$ cat config.mk
export PLATFORM = sky130hd
export DESIGN_NAME = audio_info_frame_dynamic
export DESIGN_NICKNAME = d
export VERILOG_FILES = /design/src/rtl/audio_info_frame_dynamic.sv
export SDC_FILE = /design/constraint.sdc
export NUM_CORES = 1
export LEC_CHECK = 0
export BUFFER_PORTS_ARGS = -buffer_cell sky130_fd_sc_hd__buf_2
export CAP_MARGIN = 15
export CORE_MARGIN = 2
export CORE_UTILIZATION = 30
export CTS_CLUSTER_DIAMETER = 100
export DETAILED_ROUTE_END_ITERATION = 16
export GPL_TIMING_DRIVEN = 0
export MAX_ROUTING_LAYER = met4
export PLACE_DENSITY_LB_ADDON = 0.1
export REMOVE_ABC_BUFFERS = 1
export SETUP_SLACK_MARGIN = 0.4
export SYNTH_ARGS = -nofsm -noshare
export SYNTH_HDL_FRONTEND = slang
export SYNTH_SLANG_ARGS = --single-unit
export TNS_END_PERCENT = 1
$ cat constraint.sdc
create_clock -name clk_pixel -period 5.3 [get_ports clk_pixel]
set_clock_uncertainty 0.15 [all_clocks]
set_input_delay 1.06 -clock clk_pixel [delete_from_list [all_inputs] [get_ports clk_pixel]]
set_output_delay 1.06 -clock clk_pixel [all_outputs]
set_load 0.02 [all_outputs]
$ cat src/rtl/audio_info_frame_dynamic.sv
// HDMI Audio InfoFrame source (type 0x84, version 1, length 10) whose
// audio fields can be reconfigured at runtime. A new configuration is
// staged, checked against the committed one, and its checksum is
// accumulated one byte per cycle. The finished frame then replaces the
// registered outputs in one edge, and only while the assembler is not
// holding frame_lock.
module audio_info_frame_dynamic #(
  parameter logic [2:0] DEFAULT_CHANNEL_COUNT      = 3'd1,
  parameter logic [7:0] DEFAULT_CHANNEL_ALLOCATION = 8'h00,
  parameter logic       DEFAULT_DOWN_MIX_INHIBITED = 1'b0,
  parameter logic [3:0] DEFAULT_LEVEL_SHIFT_VALUE  = 4'd0,
  parameter logic [1:0] DEFAULT_LFE_PLAYBACK_LEVEL = 2'b00,
  parameter logic [7:0] MAX_CHANNEL_ALLOCATION     = 8'h31
) (
  input  logic             clk_pixel,
  input  logic             reset,
  input  logic             cfg_valid,
  output logic             cfg_ready,
  input  logic [2:0]       cfg_channel_count,
  input  logic [7:0]       cfg_channel_allocation,
  input  logic             cfg_down_mix_inhibited,
  input  logic [3:0]       cfg_level_shift_value,
  input  logic [1:0]       cfg_lfe_playback_level,
  input  logic             frame_lock,
  output logic [23:0]      header,
  output logic [3:0][55:0] sub,
  output logic             frame_updated,
  output logic             cfg_error
);

  localparam logic [1:0] IDLE   = 2'd0;
  localparam logic [1:0] SUM    = 2'd1;
  localparam logic [1:0] COMMIT = 2'd2;

  // 8'h84 + 8'h01 + 8'h0A, the header contribution to the checksum
  localparam logic [7:0] HEADER_SUM = 8'h8F;

  localparam logic [7:0] DEFAULT_PB5 = {DEFAULT_DOWN_MIX_INHIBITED, DEFAULT_LEVEL_SHIFT_VALUE,
                                        1'b0, DEFAULT_LFE_PLAYBACK_LEVEL};
  localparam logic [7:0] DEFAULT_SUM = HEADER_SUM + {5'd0, DEFAULT_CHANNEL_COUNT}
                                       + DEFAULT_CHANNEL_ALLOCATION + DEFAULT_PB5;
  localparam logic [7:0] DEFAULT_PB0 = 8'h00 - DEFAULT_SUM;

  // Lays out the 28 payload bytes: only PB0..PB5 can ever be non-zero.
  function automatic logic [3:0][55:0] build_sub(input logic [2:0] cc, input logic [7:0] ca,
                                                 input logic dm, input logic [3:0] lsv,
                                                 input logic [1:0] lfe, input logic [7:0] pb0);
    logic [3:0][55:0] s;
    s = '0;
    s[0][7:0]   = pb0;
    s[0][15:8]  = {5'd0, cc};
    s[0][39:32] = ca;
    s[0][47:40] = {dm, lsv, 1'b0, lfe};
    return s;
  endfunction

  localparam logic [3:0][55:0] DEFAULT_SUB = build_sub(DEFAULT_CHANNEL_COUNT,
      DEFAULT_CHANNEL_ALLOCATION, DEFAULT_DOWN_MIX_INHIBITED, DEFAULT_LEVEL_SHIFT_VALUE,
      DEFAULT_LFE_PLAYBACK_LEVEL, DEFAULT_PB0);

  logic [1:0] state_reg;
  logic       pending_reg;   // fields staged, comparison happens next cycle
  logic [7:0] acc_reg;
  logic [2:0] index_reg;

  // committed fields (what sub currently describes)
  logic [2:0] cc_reg;
  logic [7:0] ca_reg;
  logic       dm_reg;
  logic [3:0] lsv_reg;
  logic [1:0] lfe_reg;

  // staged fields (the candidate frame)
  logic [2:0] cc_stg_reg;
  logic [7:0] ca_stg_reg;
  logic       dm_stg_reg;
  logic [3:0] lsv_stg_reg;
  logic [1:0] lfe_stg_reg;

  logic [7:0] sum_byte;
  logic       same_cfg;

  assign header = 24'h0A0184;

  // Payload byte of the staged frame addressed by the serial checksum index
  always_comb begin
    sum_byte = 8'h00;
    case (index_reg)
      3'd1:    sum_byte = {5'd0, cc_stg_reg};
      3'd4:    sum_byte = ca_stg_reg;
      3'd5:    sum_byte = {dm_stg_reg, lsv_stg_reg, 1'b0, lfe_stg_reg};
      default: sum_byte = 8'h00;
    endcase
  end

  // An unchanged configuration is dropped so the assembler sees no spurious update
  always_comb begin
    same_cfg = (cc_stg_reg == cc_reg) && (ca_stg_reg == ca_reg) && (dm_stg_reg == dm_reg) &&
               (lsv_stg_reg == lsv_reg) && (lfe_stg_reg == lfe_reg);
  end

  // Handshake, serial checksum and atomic commit
  always_ff @(posedge clk_pixel) begin
    if (reset) begin
      state_reg     <= IDLE;
      pending_reg   <= 1'b0;
      acc_reg       <= 8'h00;
      index_reg     <= 3'd0;
      cfg_ready     <= 1'b1;
      frame_updated <= 1'b0;
      cfg_error     <= 1'b0;
      sub           <= DEFAULT_SUB;
      cc_reg        <= DEFAULT_CHANNEL_COUNT;
      ca_reg        <= DEFAULT_CHANNEL_ALLOCATION;
      dm_reg        <= DEFAULT_DOWN_MIX_INHIBITED;
      lsv_reg       <= DEFAULT_LEVEL_SHIFT_VALUE;
      lfe_reg       <= DEFAULT_LFE_PLAYBACK_LEVEL;
      cc_stg_reg    <= DEFAULT_CHANNEL_COUNT;
      ca_stg_reg    <= DEFAULT_CHANNEL_ALLOCATION;
      dm_stg_reg    <= DEFAULT_DOWN_MIX_INHIBITED;
      lsv_stg_reg   <= DEFAULT_LEVEL_SHIFT_VALUE;
      lfe_stg_reg   <= DEFAULT_LFE_PLAYBACK_LEVEL;
    end else begin
      frame_updated <= 1'b0;
      cfg_error     <= 1'b0;
      case (state_reg)
        IDLE: begin
          if (pending_reg) begin
            pending_reg <= 1'b0;
            if (same_cfg) begin
              cfg_ready <= 1'b1;
            end else begin
              acc_reg   <= HEADER_SUM;
              index_reg <= 3'd1;
              state_reg <= SUM;
            end
          end else if (cfg_valid && cfg_ready) begin
            // out-of-range allocation is refused without ever leaving IDLE
            if (cfg_channel_allocation > MAX_CHANNEL_ALLOCATION) begin
              cfg_error <= 1'b1;
            end else begin
              cc_stg_reg  <= cfg_channel_count;
              ca_stg_reg  <= cfg_channel_allocation;
              dm_stg_reg  <= cfg_down_mix_inhibited;
              lsv_stg_reg <= cfg_level_shift_value;
              lfe_stg_reg <= cfg_lfe_playback_level;
              pending_reg <= 1'b1;
              cfg_ready   <= 1'b0;
            end
          end
        end
        SUM: begin
          acc_reg   <= acc_reg + sum_byte;
          index_reg <= index_reg + 3'd1;
          if (index_reg == 3'd5) begin
            state_reg <= COMMIT;
          end
        end
        COMMIT: begin
          if (!frame_lock) begin
            sub <= build_sub(cc_stg_reg, ca_stg_reg, dm_stg_reg, lsv_stg_reg, lfe_stg_reg,
                             8'h00 - acc_reg);
            cc_reg        <= cc_stg_reg;
            ca_reg        <= ca_stg_reg;
            dm_reg        <= dm_stg_reg;
            lsv_reg       <= lsv_stg_reg;
            lfe_reg       <= lfe_stg_reg;
            frame_updated <= 1'b1;
            cfg_ready     <= 1'b1;
            state_reg     <= IDLE;
          end
        end
        default: state_reg <= IDLE;
      endcase
    end
  end

endmodule
==> summary.txt <==
Outcome
  – Status: finished, final reports clean

Place
  – Post-DP HPWL: 6.67 mm
  – GPL Wtd Cong: 0.724
  – # port buffers: 50
  – Post-Place Cells: 789
  – Area post-placement: 4220 µm²

CTS
  – Clock Path Buffers: 2
  – Root Driver: clkbuf_16
  – Cts repair resizes: 0
  – CTS buffer count: 9
  – Clock latency at the later pin of the worst-skew pair: 0.33 ns
  – CTS Hold Bufs: 0
  – Num Clock Sinks: 61
  – Buffer count from post-CTS setup fixing: 0
  – H-tree levels: 3
  – Reg clk slew, reported paths: 0.05 ns
  – CTS tree: done

Synth
  – Seq cells post-synth: 61
  – YS warnings: 0
  – Synth area leader: buf_4
  – Mapped Area: 4610 µm²
  – Seq/Total Area, Yosys: 26.5%
  – Syn avg cell area: 8.07 µm²
  – Post-synthesis instance total: 572
  – Synth top area cells: buf_4, dfxtp_1, nand2_1
  – Distinct cell type count after synthesis: 40
  – Post-synth top flop: dfxtp_1
  – FFs w/ async S/R, synth: 0%
  – Most common cell in the netlist: buf_4
  – Top cell type's share of synthesized area: 36.3%
  – Top post-synthesis cells by count: buf_4, nand2_1, dfxtp_1
  – Number of flops mapped to enable cells by yosys: 0

Critical path
  – Worst-path cell chain: ha_1 > a22o_1 > nand2_1 > o21ai_0 > ha_1 > inv_1 > fa_1 > nor2b_1 > nor3_1 > o21bai_1 > a21oi_1 > xor2_1 > o32ai_1
  – Worst endpoint required time: 5.38 ns
  – Crit path arrival time: 3.13 ns
  – Crit path kind: reg2reg
  – Slowest-stage cell, CP: ha_1
  – Most used cell, CP: ha_1
  – Crit path capture type: flip-flop
  – Crit start category: flip-flop
  – Worst Path Max Fanout: 12
  – Crit-path max cell delay: 0.50 ns

Route
  – ANT nets after route: 0
  – First-pass DRT Iterations: 4
  – Via/cell ratio: 3.74
  – Drt wl/cell: 11.2 µm
  – Initial DRC count: 89
  – Vias post-DR: 3013
  – WL final: 9.06 mm
  – DRC viols: 0

Pwr
  – Net Sw Power: 396 µW
  – Power density cells: 292 nW/µm²
  – Leakage: 2.36 nW
  – Power Total: 1.33 mW
  – Worst IR Drop VDD: 0.000116 V
  – Clock network fraction of design power: 48.3%
  – Internal: 932 µW
  – Sw frac: 29.8%
  – Comb pwr share: 15.9%
  – Seq pwr share: 35.8%

Cells and area
  – Nets@finish: 646
  – Fillcell total: 1638
  – Layout Cells excl Fill: 806
  – Synthesis-to-finish area growth: -1.49%
  – Max reg flops: 12
  – Multi-input gate area in the final layout: 2420 µm²
  – Share of post-route cells with drive strength above 1: 11.2%
  – Register area: 1220 µm²
  – Final Cell Area: 4550 µm²

Global route
  – Largest net degree at the start of global routing: 54
  – Total gr overflow: 0
  – Initial antenna violation count: 1
  – First-pass GRT wire length: 13.2 mm
  – Vias in the first global route: 2493
  – All-Layer GR Usage: 10.9%

STA
  – Final setup viols: 0
  – Slew margin rel.: 27.8%
  – RSZ-0062 raised after global routing: false
  – Tcrit/Tclk final: 57.4%
  – Slew Limit Fails: 0
  – Fmax: 329 MHz
  – TNS Setup: 0 ns
  – Final hold viol count: 0
  – Tightest Pin Transition: 1.08 ns
  – Min Tclk post-route: 3.04 ns

Die
  – Ports: 273
  – Core Rows: 45
  – Die Wd: 128 µm
  – Chip height: 128 µm
  – DIE AREA: 16400 µm²
  – Core area: 15100 µm²
  – Initial core utilization: 30.6%

Job
  – Max Cap Viol: 0

Hold path
  – Worst hold-check path type: reg2reg
==> critical path, delay by kind of cell (launching register included) <==
kind / cells / cell delay, ns
AOI/OAI and AO/OA: 5 / 0.78
xor gates and xnor gates: 1 / 0.14
DFF: 1 / 0.40
and+or+nand+nor: 3 / 0.30
buffers and inverters: 1 / 0.06
adders and majority gates: 3 / 1.12
==> through the flow <==
step / worst slack (ns) / hold WS [ns] / util (%)
5_1_grt: 1.99 / 0.320 / 30.1
4_1_cts: 2.22 / 0.303 / 30.1
6_report: 2.26 / 0.295 / 30.1
3_3_place_gp: 1.50 / 0.293 / 27.5
3_5_place_dp: 2.02 / 0.296 / 27.9
2_1_floorplan: 2.20 / 0.309 / -
==> power groups by stage <==
stage / clock, mW / combinational (mW) / sequential (mW)
after global routing: 0.683 / 0.231 / 0.476
final: 0.641 / 0.211 / 0.475
after global placement: 0 / 0.207 / 0.485
after floorplan: 0 / 0.177 / 0.484
after detailed placement: 0 / 0.209 / 0.485
after CTS: 0.662 / 0.209 / 0.475
==> path summary, 6_finish.rpt <==
| check | startpoint | to | slack, ns | depth (start not counted) |
|---|---|---|---|---|
| worst max-delay path | index_reg[0] | acc_reg[6] | 2.26 | 13 |
| worst min-delay path | sub[2] | sub[2] | 0.30 | 2 |
| worst max register to register | index_reg[0] | acc_reg[6] | 2.26 | 13 |
| worst min register to register | sub[2] | sub[2] | 0.30 | 2 |
==> cells in the final DEF, fill, tap and decap left out, drive strengths merged, types with 2 or more instances in the layout <==
master  instances
nand2b          3
o32ai           3
a22o            3
buf            53
conb          222
nand4           2
nor3b           2
clkbuf         12
inv             8
o21a            3
o221a           3
and3            2
ha             11
mux2i          16
o21ai           8
nand2          64
xnor2          10
xor2           18
nor4            4
dfxtp          61
a211oi          4
nand3           8
nor3           13
nor2           25
nor2b          10
clkinv          2
a22oi           4
bufinv          2
a21oi          31
==> cell families (layout without fill, tap and decap cells) <==
group	after synthesis	count (layout)	share of synthesized area, %
compound gates	67	67	9.36
xor+xnor	28	28	5.31
fa+ha+maj	12	12	3.42
buf+inv	252	77	39.0
flops	61	61	26.5
mux	16	16	3.47
other cells	2	223	0.163
simple gates	134	134	12.8
==> cell type report <==
cell class,count,share of cell area (%)
inverter,8,0.661
tap,188,5.17
clock buffer,12,5.64
timing repair buffer,53,6.77
multi-input combinational,479,53.3
sequential,61,26.9
clock inverter,4,1.54
antenna,1,0.0551
==> per-layer routing <==
layer | vias to the layer above | wire length (µm) | GRT usage (%)
met2 | 154 | 4050 | 15.9
met1 | 1348 | 4250 | 14.3
li1 | 1502 | - | -
met5 | - | 0 | -
met3 | 9 | 653 | 3.71
met4 | 0 | 108 | 3.30
Power figures use the tool's default switching activity.
